### config.mk
export PLATFORM = sky130hd
export DESIGN_NAME = uart_rx_fifo
export DESIGN_NICKNAME = d
export VERILOG_FILES = /design/src/rtl/uart_pkg.sv /design/src/rtl/sync_fifo.sv /design/src/rtl/uart_rx_fifo.sv
export SDC_FILE = /design/constraint.sdc
export NUM_CORES = 1
export LEC_CHECK = 0
export ABC_AREA = 1
export CORE_ASPECT_RATIO = 0.6
export CORE_MARGIN = 2
export CORE_UTILIZATION = 60
export CTS_BUF_LIST = sky130_fd_sc_hd__clkbuf_8 sky130_fd_sc_hd__clkbuf_16
export DETAILED_ROUTE_END_ITERATION = 10
export GPL_TIMING_DRIVEN = 0
export PLACE_DENSITY = 0.78
export SLEW_MARGIN = 10
export SYNTH_ARGS = -nofsm -noshare
export SYNTH_HDL_FRONTEND = slang
export SYNTH_SLANG_ARGS = --single-unit
### constraint.sdc
create_clock -name Clk -period 4.6 [get_ports Clk]
set_input_delay 0.92 -clock Clk [delete_from_list [all_inputs] [get_ports Clk]]
set_output_delay 0.92 -clock Clk [all_outputs]
set_load 0.01 [all_outputs]
### src/rtl/uart_pkg.sv
// rtl/uart_pkg.sv - shared UART receive types, oversampling constants and divider helper
package uart_pkg;

   typedef enum logic [2:0] {
      IDLE,
      START,
      DATA,
      STOP,
      BREAK
   } uart_rx_state_t;

   localparam int OVERSAMPLE = 16;
   localparam int MID_SAMPLE = 7;

   function automatic int calc_div(input int clk_freq, input int baud);
      return clk_freq / (baud * OVERSAMPLE);
   endfunction

endpackage

### src/rtl/sync_fifo.sv
// rtl/sync_fifo.sv - first-word fall-through synchronous FIFO, power-of-2 depth
module sync_fifo #(
   parameter int WIDTH = 8,
   parameter int DEPTH = 16
) (
   input  logic                     clk,
   input  logic                     rst,
   input  logic                     push,
   input  logic [WIDTH-1:0]         push_data,
   input  logic                     pop,
   output logic [WIDTH-1:0]         head,
   output logic                     full,
   output logic                     empty,
   output logic [$clog2(DEPTH):0]   level
);

   localparam int AW = $clog2(DEPTH);

   if (DEPTH < 2 || (1 << AW) != DEPTH) begin : g_depth_check
      $error("sync_fifo: DEPTH must be a power of 2 and at least 2");
   end

   logic [WIDTH-1:0] mem [DEPTH];
   logic [AW:0]      wr_cnt;
   logic [AW:0]      rd_cnt;
   logic             do_push;
   logic             do_pop;

   assign level   = wr_cnt - rd_cnt;
   assign empty   = (level == '0);
   // Counters carry one extra bit, so the MSB of the difference is set only at DEPTH.
   assign full    = level[AW];
   assign head    = mem[rd_cnt[AW-1:0]];
   assign do_pop  = pop && !empty;
   assign do_push = push && (!full || do_pop);

   always_ff @(posedge clk) begin
      if (do_push) begin
         mem[wr_cnt[AW-1:0]] <= push_data;
      end
   end

   always_ff @(posedge clk) begin
      if (rst) begin
         wr_cnt <= '0;
         rd_cnt <= '0;
      end else begin
         if (do_push) begin
            wr_cnt <= wr_cnt + (AW+1)'(1);
         end
         if (do_pop) begin
            rd_cnt <= rd_cnt + (AW+1)'(1);
         end
      end
   end

endmodule

### src/rtl/uart_rx_fifo.sv
// rtl/uart_rx_fifo.sv - 16x oversampled 8N1 UART receiver feeding a byte FIFO
module uart_rx_fifo
   import uart_pkg::*;
#(
   parameter int CLK_FREQ   = 14745600,
   parameter int BAUD       = 115200,
   parameter int FIFO_DEPTH = 16
) (
   input  logic                          Clk,
   input  logic                          Rst,
   input  logic                          RX,
   output logic [7:0]                    rx_data,
   output logic                          rx_valid,
   input  logic                          rx_ready,
   output logic                          frame_err,
   output logic                          overrun,
   input  logic                          clr_err,
   output logic [$clog2(FIFO_DEPTH):0]   fifo_level
);

   localparam int DIV = calc_div(CLK_FREQ, BAUD);
   localparam int CW  = $clog2(DIV);

   if (DIV < 2 || (CLK_FREQ % (BAUD * OVERSAMPLE)) != 0) begin : g_div_check
      $error("uart_rx_fifo: CLK_FREQ/(BAUD*16) must be an integer of at least 2");
   end

   logic           rx_meta;
   logic           rx_s;
   logic [CW-1:0]  div_cnt;
   logic           tick;
   logic           start_det;
   uart_rx_state_t state;
   logic [3:0]     sc;
   logic [2:0]     bi;
   logic [7:0]     shift;
   logic           push;
   logic           full;
   logic           empty;
   logic           drop;

   always_ff @(posedge Clk) begin
      if (Rst) begin
         rx_meta <= 1'b1;
         rx_s    <= 1'b1;
      end else begin
         rx_meta <= RX;
         rx_s    <= rx_meta;
      end
   end

   assign tick      = (div_cnt == CW'(DIV - 1));
   assign start_det = (state == IDLE) && !rx_s;

   // Reloading on the start edge puts every later tick at a fixed phase to the frame.
   always_ff @(posedge Clk) begin
      if (Rst || start_det || tick) begin
         div_cnt <= '0;
      end else begin
         div_cnt <= div_cnt + CW'(1);
      end
   end

   always_ff @(posedge Clk) begin
      if (Rst) begin
         state     <= IDLE;
         sc        <= '0;
         bi        <= '0;
         shift     <= '0;
         push      <= 1'b0;
         frame_err <= 1'b0;
      end else begin
         push <= 1'b0;
         if (clr_err) begin
            frame_err <= 1'b0;
         end
         case (state)
            IDLE: begin
               if (!rx_s) begin
                  state <= START;
                  sc    <= '0;
               end
            end
            START: begin
               if (tick) begin
                  sc <= sc + 4'd1;
                  if (sc == 4'(MID_SAMPLE)) begin
                     if (!rx_s) begin
                        state <= DATA;
                        sc    <= '0;
                        bi    <= '0;
                     end else begin
                        state <= IDLE;
                     end
                  end
               end
            end
            DATA: begin
               if (tick) begin
                  sc <= sc + 4'd1;
                  if (sc == 4'(OVERSAMPLE - 1)) begin
                     shift <= {rx_s, shift[7:1]};
                     if (bi == 3'd7) begin
                        state <= STOP;
                        sc    <= '0;
                     end else begin
                        bi <= bi + 3'd1;
                     end
                  end
               end
            end
            STOP: begin
               if (tick) begin
                  sc <= sc + 4'd1;
                  if (sc == 4'(OVERSAMPLE - 1)) begin
                     if (rx_s) begin
                        push  <= 1'b1;
                        state <= IDLE;
                     end else begin
                        frame_err <= 1'b1;
                        state     <= BREAK;
                     end
                  end
               end
            end
            BREAK: begin
               // A held-low line must return high before another start bit is accepted.
               if (rx_s) begin
                  state <= IDLE;
               end
            end
            default: state <= IDLE;
         endcase
      end
   end

   assign drop = push && full && !(rx_ready && !empty);

   always_ff @(posedge Clk) begin
      if (Rst) begin
         overrun <= 1'b0;
      end else if (drop) begin
         overrun <= 1'b1;
      end else if (clr_err) begin
         overrun <= 1'b0;
      end
   end

   sync_fifo #(
      .WIDTH (8),
      .DEPTH (FIFO_DEPTH)
   ) u_fifo (
      .clk       (Clk),
      .rst       (Rst),
      .push      (push),
      .push_data (shift),
      .pop       (rx_ready),
      .head      (rx_data),
      .full      (full),
      .empty     (empty),
      .level     (fifo_level)
   );

   assign rx_valid = !empty;

endmodule
# == Word-level counts from Yosys, hierarchy flattened ==
# Memory sizes are Yosys's and may differ from the RTL's. A register that Yosys moved wholly into a read port is not among the register bits.
# Cells that the tools add are included.
# op_classes
n_addsub,6
eq_ne,19
mux,40
bitwise,3
reduce_logical,22
# ops
operator,n
$mux W3,16
$mux W4,10
$ne A2 B2 Y1 const B,11
$pmux W4 S4,1
$pmux W3 S5,1
$add A5 B1 Y5 const B,2
$mux W1,10
$eq A3 B3 Y1 const B,3
$reduce_and A9 Y1,1
$reduce_and A7 Y1,1
$add A3 B1 Y3 const B,2
$eq A3 B2 Y1 const B,2
$pmux W3 S2,1
$logic_and A1 B1 Y1,5
$logic_not A5 Y1,1
$reduce_and A5 Y1,1
$sub A5 B5 Y5,1
$add A4 B1 Y4 const B,1
$eq A4 B3 Y1 const B,1
$eq A4 B4 Y1 const B,1
$logic_not A1 Y1,4
$reduce_bool A2 Y1,2
$reduce_bool A4 Y1,1
$reduce_or A4 Y1,1
6 further kinds,10
# totals
ff_bits,36
mem_bits_rw,128
in_bits,5
output_inout_bits,16
wordCells,103
mem_count,1
# mem_list
name,words,word_bits,rd,rd_clocked_by_memory_dff,wr,line_no,source
u_fifo.mem,16,8,1,1,1,sync_fifo.sv:23,logic [WIDTH-1:0] mem [DEPTH];

# == Longest topological paths before layout ==
# logic_depth
depth_word,8
ltp_mapped,12
mapped_depth_nobuf,12

# == Hierarchy ==
# From an unflattened synthesis, not the netlist that was laid out.
# unflattened
hier_cells,659
area_unflattened_um2,7118.1
# modules_own_cells
mod,n_inst,cells_per_inst,area_per_inst_um2,seq_area_each_um2
sync_fifo,1,484,5900.7,4124.0
uart_rx_fifo,1,175,1217.4,520.5

# == Worst setup path after synthesis ==
# OpenSTA, ideal clock, no wires.
# synth_timing
kind,register -> output
startpoint,register u_fifo.wr_cnt[0]
endpoint,output rx_valid
t_arrival_ps,1762
required_time_ps,3680
setup_slack_ps,1918
path_stages_with_launch,8
cell_sequence,dfxtp_1 inv_1 ha_1 inv_1 fa_1 or2_2 nor2_1 nand3_2
# synth_via
elab_chain_cells,3
# synth_lines
item,line_no,source
start: declaration,sync_fifo.sv:24,logic [AW:0] wr_cnt;
start signal: assignment,sync_fifo.sv:49,wr_cnt <= wr_cnt + (AW+1)'(1);
$sub A5 B5 Y5,sync_fifo.sv:29,assign level = wr_cnt - rd_cnt;
named net fifo_level[1],uart_rx_fifo.sv:18,output logic [$clog2(FIFO_DEPTH):0] fifo_level
$logic_not A5 Y1,sync_fifo.sv:30,assign empty = (level == '0);
$logic_not A1 Y1,uart_rx_fifo.sv:164,assign rx_valid = !empty;
end: declaration,uart_rx_fifo.sv:13,"output logic rx_valid,"
# The timed path passes the listed nets, and every way through them passes these cells.

==> impl_metrics.csv <==
group,metric,value,unit
status,status,"finished, final reports clean",
cells_and_area,final_util,0.703,
route,drt-pass1-iter-count,6,
cells_and_area,drive_above_1_share,0.0768,
sta,fin_skew,0.0102,ns
flow_run,drv_cap,0,
clocking,htree_num_levels,4,
min_path,min_path_type,"register to register",
critical_path,end_kind,"output port",
cells_and_area,fillers,831,
sta,final_hold_viol_count,0,
sta,slew_viol_final,0,
placed_design,place.gp.congestion,0.921,
logic_synthesis,synth_cell_type_count,31,
logic_synthesis,synth_fp_nets,685,
clocking,cts_resized,0,
logic_synthesis,syn-cell-area,7080,um2
sta,fmaxAchievable,264,MHz
sta,tightest_slew,0.955,ns
critical_path,r2r_end,"u_fifo.mem[9][2]",
route,drcViolationCount,0,
clocking,clock_sinks,168,
min_path,whs_path_depth,1,
min_path,whs_endpoint,"div_cnt[0]",
clocking,numCtsBuffers,17,
logic_synthesis,seq_area_frac_synth,0.656,
grt,grt_pass1_wl,27400,um
sta,period_share,0.824,
cells_and_area,antenna_cells,0,
critical_path,slowest_delay,0.54,ns
floorplanning,initial_core_util,0.621,
logic_synthesis,synth_ff_type,"edfxtp_1",
clocking,clk_path_buf_depth,2,
critical_path,cp_cell_sequence,"buf_2 > clkbuf_1 > o21ai_0 > o211ai_1 > nand3_1 > nand2_1 > clkdlybuf4s50_1",
sta,relSlewSlack,0.361,
route,via_per_inst,5.96,
grt,grt_max_degree,19,
critical_path,timing.rr.start,"u_fifo.wr_cnt[0]",
clocking,ctsHoldBuffers,0,
route,wirelength,17900,um
cells_and_area,multi_input_area,2160,um2
critical_path,crit_required,3.68,ns
placed_design,hpwl,12400,um
logic_synthesis,async_flop_share,0,
cells_and_area,fin_nets,723,
critical_path,criticalPathCategory,"register to output port",
min_path,hp-start,"div_cnt[0]",
route,post_drt_wl_per_cell,20.4,um
placed_design,io_buffers,19,
logic_synthesis,ys_top_cells_by_area,"edfxtp_1 (54%), dfxtp_1 (11%), nor2_1 (7.8%), o21ai_0 (5.8%), nand2_1 (3.6%)",
cells_and_area,syn2layout_area_growth,13.4,%
critical_path,reg2reg_depth,11,
floorplanning,row_count,30,
route,drt_iter0_drc,780,
floorplanning,coreArea,11400,um2
floorplanning,die-area,12700,um2
logic_synthesis,synth-edff-count,128,
grt,track_usage,0.303,
critical_path,critPathArrivalTime,2.87,ns
power_and_ir_drop,leakagePower,2.42,nW
grt,overflow,0,
clocking,clock-root-buffer,"clkbuf_16",
clocking,clk_latency,0.43,ns
floorplanning,io_pins,21,
logic_synthesis,syn_inst,665,
critical_path,critPathMaxFanout,10,
floorplanning,die_w,144,um
sta,tns,0,ns
critical_path,startpoint_type,"register",
route,via_count,5224,
clocking,cts_post_setup_buffers_inserted,0,
critical_path,worst_path_max_delay_cell,"clkdlybuf4s50_1",
route,ant_nets,0,
grt,antenna_found_initial,0,
floorplanning,die_h,88.1,um
logic_synthesis,ys_ff_latch,168,
grt,grt_pass1_vias,4865,
clocking,clkSlewWorstSetupHoldPaths,0.07,ns
cells_and_area,seqCellArea,4640,um2
sta,timing.final.crit_period,3.79,ns
logic_synthesis,synth_top_cell_area_share,0.543,
clocking,tritoncts,"built",
power_and_ir_drop,ir_drop,321,uV
logic_synthesis,synth_top_area_cell,"edfxtp_1",
sta,rsz0062_at_grt,"no",
sta,setup_viol,0,
logic_synthesis,synth_area_per_cell,10.6,um2
logic_synthesis,synth_warnings,0,
power_and_ir_drop,power_density,446,nW/um2
critical_path,r2r_slack,1.43,ns
[worst max-delay path by stage]
| stage | slack [ns] | end |
|---|---|---|
| 3_5_place_dp | 1.27 | rx_valid |
| 3_3_place_gp | 1.32 | rx_data[4] |
| 2_1_floorplan | 1.92 | rx_valid |
| 5_1_grt | 0.62 | rx_valid |
| 6_report | 0.81 | rx_data[4] |
| 4_1_cts | 0.82 | rx_valid |
[per-layer routing]
| metal | global-route usage | up-vias | routed length (um) |
|---|---|---|---|
| li1 | - | 2396 | - |
| met1 | 0.459 | 2509 | 7960 |
| met2 | 0.433 | 295 | 7440 |
| met3 | 0.0875 | 24 | 2260 |
| met4 | 0.0821 | 0 | 221 |
| met5 | 0 | - | 0 |
[cells by family (layout without fill, tap and decap cells)]
group / count (synthesis) / count (layout) / share of synthesized area
xor gates and xnor gates: 8 / 8 / 0.00990
DFF: 168 / 168 / 0.656
AOI/OAI and AO/OA: 139 / 139 / 0.111
buffers and inverters: 68 / 119 / 0.0389
and+or+nand+nor: 267 / 267 / 0.157
adders and majority gates: 15 / 15 / 0.0276
[layout by cell type, fill, tap and decap left out, types with 6 or more instances in the layout]
master,netlist,routed
a21oi_1,21,21
ha_1,14,14
inv_6,0,6
o211ai_1,32,32
clkbuf_16,0,17
clkdlybuf4s50_1,0,19
inv_1,35,35
o21ai_0,82,82
nand3_1,36,36
dfxtp_1,40,40
xor2_1,8,8
nor2_1,148,148
nand2_1,68,68
clkbuf_1,17,17
edfxtp_1,128,128
buf_2,7,7
[worst max-delay path, delay by kind of cell (launching register included)]
| family | cells | cell delay (ns) |
|---|---|---|
| compound gates | 2 | 0.56 |
| flops | 1 | 0.35 |
| buf+inv | 3 | 1.28 |
| simple gates | 2 | 0.26 |
[final cells by class]
class	count	area share
sequential	168	0.579
multi-input combinational	429	0.269
clock buffer	17	0.0530
tap	160	0.0249
timing repair buffer	19	0.0237
inverter	38	0.0178
buffer	30	0.0165
clock inverter	15	0.0162
[cell usage after synthesis (all sizes together) (3+ instances only)]
cell type  count
a21oi         21
buf           13
clkbuf        17
dfxtp         40
edfxtp       128
ha            14
inv           37
nand2         70
nand3         38
nor2         150
nor3           3
o211ai        32
o21ai         83
or2            4
xor2           8
[through the flow]
stage / hold WS (ns) / std cells / power, W / instance area, um2 / setup WS (ns)
after global routing: 0.445 / 876 / 0.00370 / 8030 / 0.624
final: 0.421 / 876 / 0.00358 / 8030 / 0.811
after detailed placement: 0.409 / 844 / 0.00224 / 7470 / 1.27
after CTS: 0.421 / 876 / 0.00357 / 8030 / 0.820
after global placement: 0.397 / 844 / 0.00223 / 7470 / 1.32
after floorplan: 0.389 / 665 / 0.00205 / 7080 / 1.92
[flip-flops by register name, summed over array words and instances, names as in the netlist, named ones only]
signal         count
div_cnt            3
state              3
u_fifo.rd_cnt      5
frame_err          1
u_fifo.mem       128
push               1
shift              8
u_fifo.wr_cnt      5
bi                 3
rx_s               1
sc                 4
rx_meta            1
overrun            1
[power by group]
| part | leakage [nW] | internal, W | switching, W |
|---|---|---|---|
| Sequential | 1.21 | 0.00164 | 0.0000271 |
| Clock | 0.271 | 0.000714 | 0.000643 |
| Combinational | 0.939 | 0.000188 | 0.000369 |
No activity file was read; power rests on OpenSTA's default activity.
